File: src/rtl/jk_count_seq_if.sv
// Control/status bundle between the jk excitation sequencer and its user/bank.
// Handshake: there is no valid/ready pairing; every signal is level-sampled on each clk rising edge and ready only reports RUN.
interface jk_count_seq_if #(
    parameter int WIDTH = 4
);
    logic             en;
    logic             up;
    logic             load;
    logic [WIDTH-1:0] din;
    logic [WIDTH-1:0] q_in;
    logic [WIDTH-1:0] j;
    logic [WIDTH-1:0] k;
    logic             ready;
    logic             tc;
    logic             wrap;
    logic             err;
    logic             state_dbg;

    modport master (
        output en, up, load, din, q_in,
        input  j, k, ready, tc, wrap, err, state_dbg
    );

    modport slave (
        input  en, up, load, din, q_in,
        output j, k, ready, tc, wrap, err, state_dbg
    );
endinterface

File: src/rtl/jk_count_seq.sv
// Computes J/K excitation for a reset-less jk flip-flop bank so it counts modulo MODULUS.
// Also clears the bank after reset, and flags wrap-around and illegal bank states.
module jk_count_seq #(
    parameter int WIDTH   = 4,
    parameter int MODULUS = 10
) (
    input logic          clk,
    input logic          rst,
    jk_count_seq_if.slave bus
);
    localparam logic [0:0]       S_CLR = 1'b0;
    localparam logic [0:0]       S_RUN = 1'b1;
    localparam logic [WIDTH:0]   MOD   = (WIDTH+1)'(MODULUS);
    localparam logic [WIDTH:0]   MAX   = (WIDTH+1)'(MODULUS - 1);
    localparam logic [WIDTH-1:0] MAXW  = WIDTH'(MODULUS - 1);
    localparam logic [WIDTH-1:0] ONE   = WIDTH'(1);

    logic [0:0]       state_q, state_d;
    logic             wrap_q, wrap_d;
    logic             err_q, err_d;
    logic [WIDTH:0]   q_ext, din_ext;
    logic [WIDTH-1:0] nxt, j_c, k_c;
    logic             illegal, at_max, at_zero, ready_c, tc_c, clr;

    always_comb begin
        q_ext   = {1'b0, bus.q_in};
        din_ext = {1'b0, bus.din};
        illegal = (q_ext >= MOD);
        at_max  = (q_ext == MAX);
        at_zero = (q_ext == '0);
        ready_c = (state_q == S_RUN);
        tc_c    = ready_c & bus.en & ~bus.load & ~illegal & (bus.up ? at_max : at_zero);

        state_d = S_RUN;
        err_d   = err_q;
        wrap_d  = tc_c;
        nxt     = bus.q_in;
        clr     = 1'b0;

        if (state_q == S_CLR) begin
            clr = 1'b1;
        end else if (illegal) begin
            clr   = 1'b1;
            err_d = 1'b1;
        end else if (bus.load) begin
            // An out-of-range load value holds the count rather than being clipped.
            if (din_ext < MOD) nxt = bus.din;
            else               err_d = 1'b1;
        end else if (bus.en) begin
            if (bus.up) nxt = at_max  ? '0   : bus.q_in + ONE;
            else        nxt = at_zero ? MAXW : bus.q_in - ONE;
        end

        // Minimal JK form: only changing bits get J or K, never both.
        j_c = clr ? '0 : (nxt & ~bus.q_in);
        k_c = clr ? '1 : (~nxt & bus.q_in);
    end

    always_ff @(posedge clk or posedge rst) begin
        if (rst) begin
            state_q <= S_CLR;
            wrap_q  <= 1'b0;
            err_q   <= 1'b0;
        end else begin
            state_q <= state_d;
            wrap_q  <= wrap_d;
            err_q   <= err_d;
        end
    end

    assign bus.j         = j_c;
    assign bus.k         = k_c;
    assign bus.ready     = ready_c;
    assign bus.tc        = tc_c;
    assign bus.wrap      = wrap_q;
    assign bus.err       = err_q;
    assign bus.state_dbg = state_q;
endmodule

File: src/flat_wrapper.sv
// flat-port wrapper written by rule: the top's interface ports become plain ports
module jk_count_seq_flat 
#(
    parameter int WIDTH   = 4,
    parameter int MODULUS = 10
)
  (clk, rst, bus_en, bus_up, bus_load, bus_din, bus_q_in, bus_j, bus_k, bus_ready, bus_tc, bus_wrap, bus_err, bus_state_dbg);
  jk_count_seq_if #(.WIDTH(WIDTH)) bus_i ();
  input logic clk;
  input logic rst;
  input wire logic [$bits(bus_i.en)-1:0] bus_en;
  input wire logic [$bits(bus_i.up)-1:0] bus_up;
  input wire logic [$bits(bus_i.load)-1:0] bus_load;
  input wire logic [$bits(bus_i.din)-1:0] bus_din;
  input wire logic [$bits(bus_i.q_in)-1:0] bus_q_in;
  output wire logic [$bits(bus_i.j)-1:0] bus_j;
  output wire logic [$bits(bus_i.k)-1:0] bus_k;
  output wire logic [$bits(bus_i.ready)-1:0] bus_ready;
  output wire logic [$bits(bus_i.tc)-1:0] bus_tc;
  output wire logic [$bits(bus_i.wrap)-1:0] bus_wrap;
  output wire logic [$bits(bus_i.err)-1:0] bus_err;
  output wire logic [$bits(bus_i.state_dbg)-1:0] bus_state_dbg;
  assign bus_i.en = bus_en;
  assign bus_i.up = bus_up;
  assign bus_i.load = bus_load;
  assign bus_i.din = bus_din;
  assign bus_i.q_in = bus_q_in;
  assign bus_j = bus_i.j;
  assign bus_k = bus_i.k;
  assign bus_ready = bus_i.ready;
  assign bus_tc = bus_i.tc;
  assign bus_wrap = bus_i.wrap;
  assign bus_err = bus_i.err;
  assign bus_state_dbg = bus_i.state_dbg;
  jk_count_seq #(.WIDTH(WIDTH), .MODULUS(MODULUS)) u_core (.clk(clk), .rst(rst), .bus(bus_i));
endmodule
File: config.mk
export PLATFORM = sky130hd
export DESIGN_NAME = jk_count_seq_flat
export DESIGN_NICKNAME = d
export VERILOG_FILES = /design/src/rtl/jk_count_seq_if.sv /design/src/rtl/jk_count_seq.sv /design/src/flat_wrapper.sv
export SDC_FILE = /design/constraint.sdc
export NUM_CORES = 1
export LEC_CHECK = 0
export CAP_MARGIN = 30
export CORE_AREA = 2 2 39 41
export DETAILED_ROUTE_END_ITERATION = 16
export DIE_AREA = 0 0 41 43
export PLACE_DENSITY = 0.75
export SETUP_SLACK_MARGIN = 0.15
export SYNTH_ARGS = -nofsm -noshare
export SYNTH_HDL_FRONTEND = slang
export SYNTH_SLANG_ARGS = --single-unit
File: constraint.sdc
create_clock -name clk -period 2.6 [get_ports clk]
set_clock_uncertainty 0.15 [all_clocks]
set_input_delay 0.26 -clock clk [delete_from_list [all_inputs] [get_ports clk]]
set_output_delay 0.26 -clock clk [all_outputs]
set_load 0.01 [all_outputs]
==> results_tabular.tex, run 1 <==
\begin{tabular}{lr}
\hline
Metric & Value \\
\hline
\multicolumn{2}{l}{\textbf{Setup path}} \\
\quad Largest delay share family, worst path & buffers and inverters \\
\quad Start point of the critical path & bus\_din[2] \\
\quad Endpoint of the worst-slack reg-to-reg timing path & u\_core.bus.wrap \\
\quad Startpoint of the worst register-to-register path & u\_core.bus.ready \\
\quad Critical path capture point type & primary output \\
\quad Critical path start-end classification & in2out \\
\quad Arrival @ worst endpoint & 1.93 ns \\
\quad Critical path peak fanout & 4 \\
\quad Kind of start point of the critical path & primary input \\
\quad Total buffers and inverters traversed by the critical path & 2 \\
\quad Logic depth of the worst register-to-register path & 2 \\
\quad Required time at the endpoint of the critical path & 2.19 ns \\
\quad R2R setup slack & 1.70 ns \\
\quad Worst stage delay on the critical path & 0.56 ns \\
\quad Cells along the critical path & clkdlybuf4s50\_1 -> o21ai\_0 -> a31oi\_1 -> o21ai\_0 -> clkdlybuf4s50\_1 \\
\quad Critical Path Slowest Stage Cell & clkdlybuf4s50\_1 \\
\multicolumn{2}{l}{\textbf{Global routing}} \\
\quad GR Util All Layers & 17.2\% \\
\quad Met3 layer usage reported by global route & 6.28\% \\
\quad Pin count of the biggest net entering global routing & 12 \\
\quad Total overflow reported by the global router & 0 \\
\quad Via count of the first global-routing pass & 487 \\
\quad Global-route track usage on met1 & 26.5\% \\
\quad Most heavily used metal layer in global routing & met1 \\
\quad Wire length of the first global-routing pass & 2150 microns \\
\quad Initial antenna violation count & 0 \\
\quad Met2 GRT Util & 24.1\% \\
\multicolumn{2}{l}{\textbf{Worst hold path}} \\
\quad Worst hold path type & in2async \\
\multicolumn{2}{l}{\textbf{Route}} \\
\quad Routed length per instance & 12.0 microns \\
\quad Final antenna-violating net count & 0 \\
\quad Final wirelength & 1370 microns \\
\quad Remaining DRCs & 0 \\
\quad Vias per inst & 5.25 \\
\quad Count of vias placed by the detailed router & 598 \\
\quad Length of the first detailed-routing pass in iterations & 4 \\
\quad Drt first-iter violations & 20 \\
\multicolumn{2}{l}{\textbf{Clock tree}} \\
\quad Deepest clock path buffer count & 2 \\
\quad Inserted Clock Buffers & 3 \\
\quad Number of sinks on the clock net & 3 \\
\quad Later-pin clock latency in the skew report & 0.23 ns \\
\quad Root buf cell & clkbuf\_4 \\
\quad Clock tree from TritonCTS & done \\
\quad Level count of the clock H-tree & 1 \\
\quad Worst-path clk slew & 0.04 ns \\
\multicolumn{2}{l}{\textbf{STA}} \\
\quad Period utilization & 90.0\% \\
\quad Number of failing hold endpoints at the final stage & 0 \\
\quad Final max-slew violation count & 0 \\
\quad Max frequency & 0.427 GHz \\
\quad Clock period minus final worst setup slack & 2.34 ns \\
\quad Worst path setup slack after routing & 0.261 ns \\
\quad Fin Setup TNS & 0 ns \\
\quad Count of endpoints failing setup in the final report & 0 \\
\quad Worst slack on hold paths & 0.0334 ns \\
\quad Setup repair after global routing missed its margin & no \\
\multicolumn{2}{l}{\textbf{Yosys}} \\
\quad Share of flip-flops with an asynchronous set or reset after synthesis & 100\% \\
\quad Share of the synthesized area in the top cell type & 15.8\% \\
\quad Most area-hungry cell type in the Yosys netlist & dfrtp\_1 \\
\quad Most frequent cells after synthesis & 8 x o21ai\_0, 6 x a21oi\_1, 6 x nand2\_1 \\
\quad Count of flip-flops with a built-in enable after synthesis & 0 \\
\quad Most used standard cell by instance count after synthesis & o21ai\_0 \\
\quad Gate Count Post-Synth & 67 \\
\quad Total standard cell area after synthesis & 475 sq um \\
\quad Number of nets in the synthesized netlist & 80 \\
\quad Flop and latch count out of synthesis & 3 \\
\quad Total number of yosys warnings & 0 \\
\quad Most used flip-flop cell after synthesis & dfrtp\_1 \\
\quad Largest cells by area after synthesis & dfrtp\_1 16\%, o21ai\_0 8.4\%, buf\_6 7.1\% \\
\quad Synthesized area per cell & 7.10 sq um \\
\quad Sequential area share after synthesis & 15.8\% \\
\quad Count of unique library cells instantiated by Yosys & 32 \\
\multicolumn{2}{l}{\textbf{Die}} \\
\quad Starting density of the core & 34.4\% \\
\quad Overall die height & 43 microns \\
\quad Die area & 1760 sq um \\
\quad Top-level port count & 26 \\
\quad Floorplan die width & 41 microns \\
\quad Num rows & 14 \\
\quad Core region area & 1380 sq um \\
\multicolumn{2}{l}{\textbf{Placement}} \\
\quad IO buf count & 25 \\
\quad Post-placement worst setup slack & -0.00304 ns \\
\quad HPWL after detailed placement & 1030 microns \\
\quad Routability congestion estimate & 0.838 \\
\multicolumn{2}{l}{\textbf{Finish}} \\
\quad Diodes inserted & 0 \\
\quad Share of post-route cells with drive strength above 1 & 19.4\% \\
\quad Total of fill cells in the finished design & 139 \\
\quad Synth-to-layout area growth & 63.4\% \\
\quad Count of nets after finishing & 112 \\
\multicolumn{2}{l}{\textbf{Power}} \\
\quad Leakage power summed over all cells & 0.339 nW \\
\quad Pwr Density & 295 nW/um\^{}2 \\
\quad Total power consumption of the routed design & 0.229 mW \\
\quad Peak VDD IR & 298 uV \\
\multicolumn{2}{l}{\textbf{Run status}} \\
\quad Result of the run & complete, no violations \\
\multicolumn{2}{l}{\textbf{Job}} \\
\quad Maximum Capacitance Violations & 0 \\
\hline
\end{tabular}
[power by group]
group | internal (mW) | leakage [nW] | switching (mW) | total, mW
Clock | 0.0577 | 0.0150 | 0.0270 | 0.0847
Sequential | 0.0478 | 0.0343 | 0.00127 | 0.0491
Combinational | 0.0504 | 0.289 | 0.0449 | 0.0953
Total | 0.156 | 0.339 | 0.0733 | 0.229
[worst reg2reg max path: stages, from the launching register on]
cell     delay (ns)
dfrtp_1        0.42
nand3_1        0.10
a21oi_1        0.15
[metrics by stage]
stage	instance area (sq um)	utilization [%]	cells
finish	777	56.1	114
CTS	764	55.2	114
global placement	746	53.9	110
floorplan	475	-	67
global route	777	56.1	114
detailed placement	746	53.9	110
[per-layer routing]
metal	vias to the layer above	routed length, microns
met5	-	0
met2	19	640
met3	0	98
met1	276	632
li1	303	-
met4	0	0
[cells in the final DEF, fill, tap and decap left out, types with 3 or more instances in the layout]
cell type,synthesis,routed
o21ai_0,8,7
nor2_1,4,4
clkbuf_4,0,3
nand3_1,3,3
dfrtp_1,3,3
a21oi_1,6,5
nand2_1,6,6
dlygate4sd2_1,0,6
inv_1,5,5
clkdlybuf4s50_1,0,18
buf_4,1,8
[sequential cells by signal (all words and copies together) (netlist names)]
signal,count
u_core.bus.err,1
u_core.bus.ready,1
u_core.bus.wrap,1
[area by class of cell]
class | instances | area (sq um) | area share [%]
flip-flops and latches | 3 | 75.1 | 9.66
clock buffers | 4 | 26.3 | 3.38
inverters | 5 | 18.8 | 2.42
multi-input cells | 53 | 332 | 42.7
repair buffers | 33 | 305 | 39.3
well taps | 16 | 20.0 | 2.58
[timing repair]
action,4_1_cts,5_1_grt
setup buffers,0,0
resized for setup,7,4
setup endpoints to repair,7,2
hold buffers,0,0
[how the worst max path moves through the flow]
stage | slack, ns | to | depth (start not counted)
6_report | 0.26 | bus_k[0] | 5
4_1_cts | 0.17 | bus_k[2] | 6
2_1_floorplan | 0.95 | bus_j[2] | 5
3_3_place_gp | 0.03 | bus_j[2] | 6
3_5_place_dp | -0.003 | bus_j[2] | 6
5_1_grt | 0.11 | bus_k[0] | 5
[kinds of logic (layout without fill, tap and decap cells)]
logic type      Yosys count  in the layout  share of synthesized area [%]
xor+xnor                  2              2                           3.68
other cells               1              1                          0.789
simple gates             25             25                           30.0
buf+inv                  11             42                           16.6
compound gates           25             25                           33.2
flops                     3              3                           15.8
Note: power is estimated with default switching activity, not from simulation.
==> run 2: changes to the inputs <==
ABC_CLOCK_PERIOD_IN_PS = 2600   (was unset)
CAP_MARGIN = 5   (was 30)
GPL_TIMING_DRIVEN = 1   (was unset)
==> results of run 2 <==
The final DEF is identical to that of run 1; final timing and power are the same.
==> run 3: changes to the inputs <==
SETUP_SLACK_MARGIN = unset   (was 0.15)
==> results_tabular.tex, run 3 (same netlist as run 1, synthesis figures left out) <==
\begin{tabular}{lr}
\hline
Metric & Value \\
\hline
\multicolumn{2}{l}{\textbf{Run status}} \\
\quad Result of the run & complete, no violations \\
\multicolumn{2}{l}{\textbf{STA}} \\
\quad Max frequency & 0.406 GHz \\
\quad Worst path setup slack after routing & 0.135 ns \\
\quad Final max-slew violation count & 0 \\
\quad Number of failing hold endpoints at the final stage & 0 \\
\quad Clock period minus final worst setup slack & 2.46 ns \\
\quad Period utilization & 94.8\% \\
\quad Count of endpoints failing setup in the final report & 0 \\
\quad Setup repair after global routing missed its margin & no \\
\multicolumn{2}{l}{\textbf{Finish}} \\
\quad Count of nets after finishing & 112 \\
\quad Final core utilization & 56.7\% \\
\quad Synth-to-layout area growth & 65.0\% \\
\quad Most common cell after layout, fill and taps aside & clkdlybuf4s50\_1 \\
\quad Diodes inserted & 0 \\
\quad Total of fill cells in the finished design & 138 \\
\quad Share of post-route cells with drive strength above 1 & 16.3\% \\
\quad Leading cell types in the layout, fill and taps excluded & 20 x clkdlybuf4s50\_1, 7 x o21ai\_0, 7 x buf\_4 \\
\multicolumn{2}{l}{\textbf{Global routing}} \\
\quad Initial antenna violation count & 0 \\
\quad Via count of the first global-routing pass & 487 \\
\quad Pin count of the biggest net entering global routing & 12 \\
\quad GR Util All Layers & 17.0\% \\
\quad Total overflow reported by the global router & 0 \\
\quad Wire length of the first global-routing pass & 2130 microns \\
\multicolumn{2}{l}{\textbf{Setup path}} \\
\quad Kind of start point of the critical path & primary input \\
\quad Total buffers and inverters traversed by the critical path & 3 \\
\quad Cells along the critical path & clkdlybuf4s50\_1 -> buf\_6 -> or3\_2 -> a21oi\_1 -> clkdlybuf4s50\_1 \\
\quad Critical path peak fanout & 11 \\
\quad Largest delay share family, worst path & buffers and inverters \\
\quad Worst stage delay on the critical path & 0.57 ns \\
\quad Arrival @ worst endpoint & 2.05 ns \\
\quad Critical Path Slowest Stage Cell & clkdlybuf4s50\_1 \\
\quad Required time at the endpoint of the critical path & 2.19 ns \\
\quad Cell occurring most often along the worst timing path & clkdlybuf4s50\_1 \\
\quad R2R setup slack & 1.69 ns \\
\quad Critical path start-end classification & in2out \\
\quad Critical path capture point type & primary output \\
\multicolumn{2}{l}{\textbf{Route}} \\
\quad Drt first-iter violations & 20 \\
\quad Routed length per instance & 11.9 microns \\
\quad Vias per inst & 5.14 \\
\quad Count of vias placed by the detailed router & 586 \\
\quad Length of the first detailed-routing pass in iterations & 5 \\
\quad Final antenna-violating net count & 0 \\
\quad Final wirelength & 1360 microns \\
\quad Remaining DRCs & 0 \\
\multicolumn{2}{l}{\textbf{Clock tree}} \\
\quad Root buf cell & clkbuf\_4 \\
\quad Clock tree from TritonCTS & done \\
\quad Worst-path clk slew & 0.04 ns \\
\quad Later-pin clock latency in the skew report & 0.23 ns \\
\quad CTS hold repair buffers & 0 \\
\quad Deepest clock path buffer count & 2 \\
\quad Number of sinks on the clock net & 3 \\
\quad Level count of the clock H-tree & 1 \\
\quad Inserted Clock Buffers & 3 \\
\multicolumn{2}{l}{\textbf{Job}} \\
\quad Maximum Capacitance Violations & 0 \\
\multicolumn{2}{l}{\textbf{Placement}} \\
\quad HPWL after detailed placement & 1030 microns \\
\quad IO buf count & 25 \\
\quad Post-placement worst setup slack & -0.00304 ns \\
\quad Routability congestion estimate & 0.838 \\
\multicolumn{2}{l}{\textbf{Worst hold path}} \\
\quad Worst hold path type & in2async \\
\multicolumn{2}{l}{\textbf{Power}} \\
\quad Leakage power summed over all cells & 0.368 nW \\
\quad Pwr Density & 293 nW/um\^{}2 \\
\quad Peak VDD IR & 298 uV \\
\quad Total power consumption of the routed design & 0.230 mW \\
\multicolumn{2}{l}{\textbf{Die}} \\
\quad Floorplan die width & 41 microns \\
\quad Num rows & 14 \\
\quad Starting density of the core & 34.4\% \\
\quad Core region area & 1380 sq um \\
\quad Overall die height & 43 microns \\
\quad Top-level port count & 26 \\
\quad Die area & 1760 sq um \\
\hline
\end{tabular}
run 3: changes by cell type in the layout (fill, tap and decap cells not counted), sizes merged:
cell and change:
dlymetal6s2s +3, clkdlybuf4s50 +2, dlygate4sd2 -5
run 3: final timing paths:
kind | to | cells after the start | startpoint
hold / removal | u_core.bus.err | 2 | rst
setup reg to reg | u_core.bus.wrap | 2 | u_core.bus.ready
hold reg to reg | u_core.bus.err | 1 | u_core.bus.err
setup / recovery | bus_tc | 5 | bus_q_in[3]
min in group clk | u_core.bus.err | 1 | u_core.bus.err
max in group asynchronous | u_core.bus.wrap | 2 | rst
run 3: where the power goes:
part           internal, mW  switching (mW)  total (mW)
Clock                0.0577          0.0270      0.0847
Combinational        0.0518          0.0441      0.0959
Sequential           0.0478         0.00128      0.0491
run 3: metal layers:
layer  track usage [%]  vias up  routed length (microns)
met5                 0        -                        0
met4                 0        0                        0
met3              6.28        0                      103
met2              23.8       23                      602
met1              26.2      258                      648
li1                  -      305                        -
run 3: layout make-up:
cell class / count / area (sq um) / area share (%)
repair buffers: 33 / 323 / 41.1
inverters: 5 / 18.8 / 2.39
multi-input cells: 53 / 322 / 41.0
flip-flops and latches: 3 / 75.1 / 9.57
clock buffers: 4 / 26.3 / 3.35
well taps: 16 / 20.0 / 2.55
run 3: worst register-to-register path: cells and delay by family (launching register included):
family / cells / cell delay [ns]
DFF: 1 / 0.42
AOI/OAI and AO/OA: 1 / 0.16
and+or+nand+nor: 1 / 0.10
run 3: timing repair:
item / in CTS / in global routing
setup endpoints to repair: 1 / 6
gates resized for setup: 1 / 6
pin swaps: 0 / 0
setup buffers: 0 / 0
run 3: through the flow:
stage | area (sq um) | TNS (ns) | cells | hold slack [ns]
2_1_floorplan | 475 | 0 | 67 | -0.136
3_3_place_gp | 746 | 0 | 110 | 0.284
3_5_place_dp | 746 | -0.00304 | 110 | 0.287
4_1_cts | 771 | 0 | 114 | 0.0271
5_1_grt | 785 | 0 | 114 | 0.0580
6_report | 785 | 0 | 114 | 0.0334
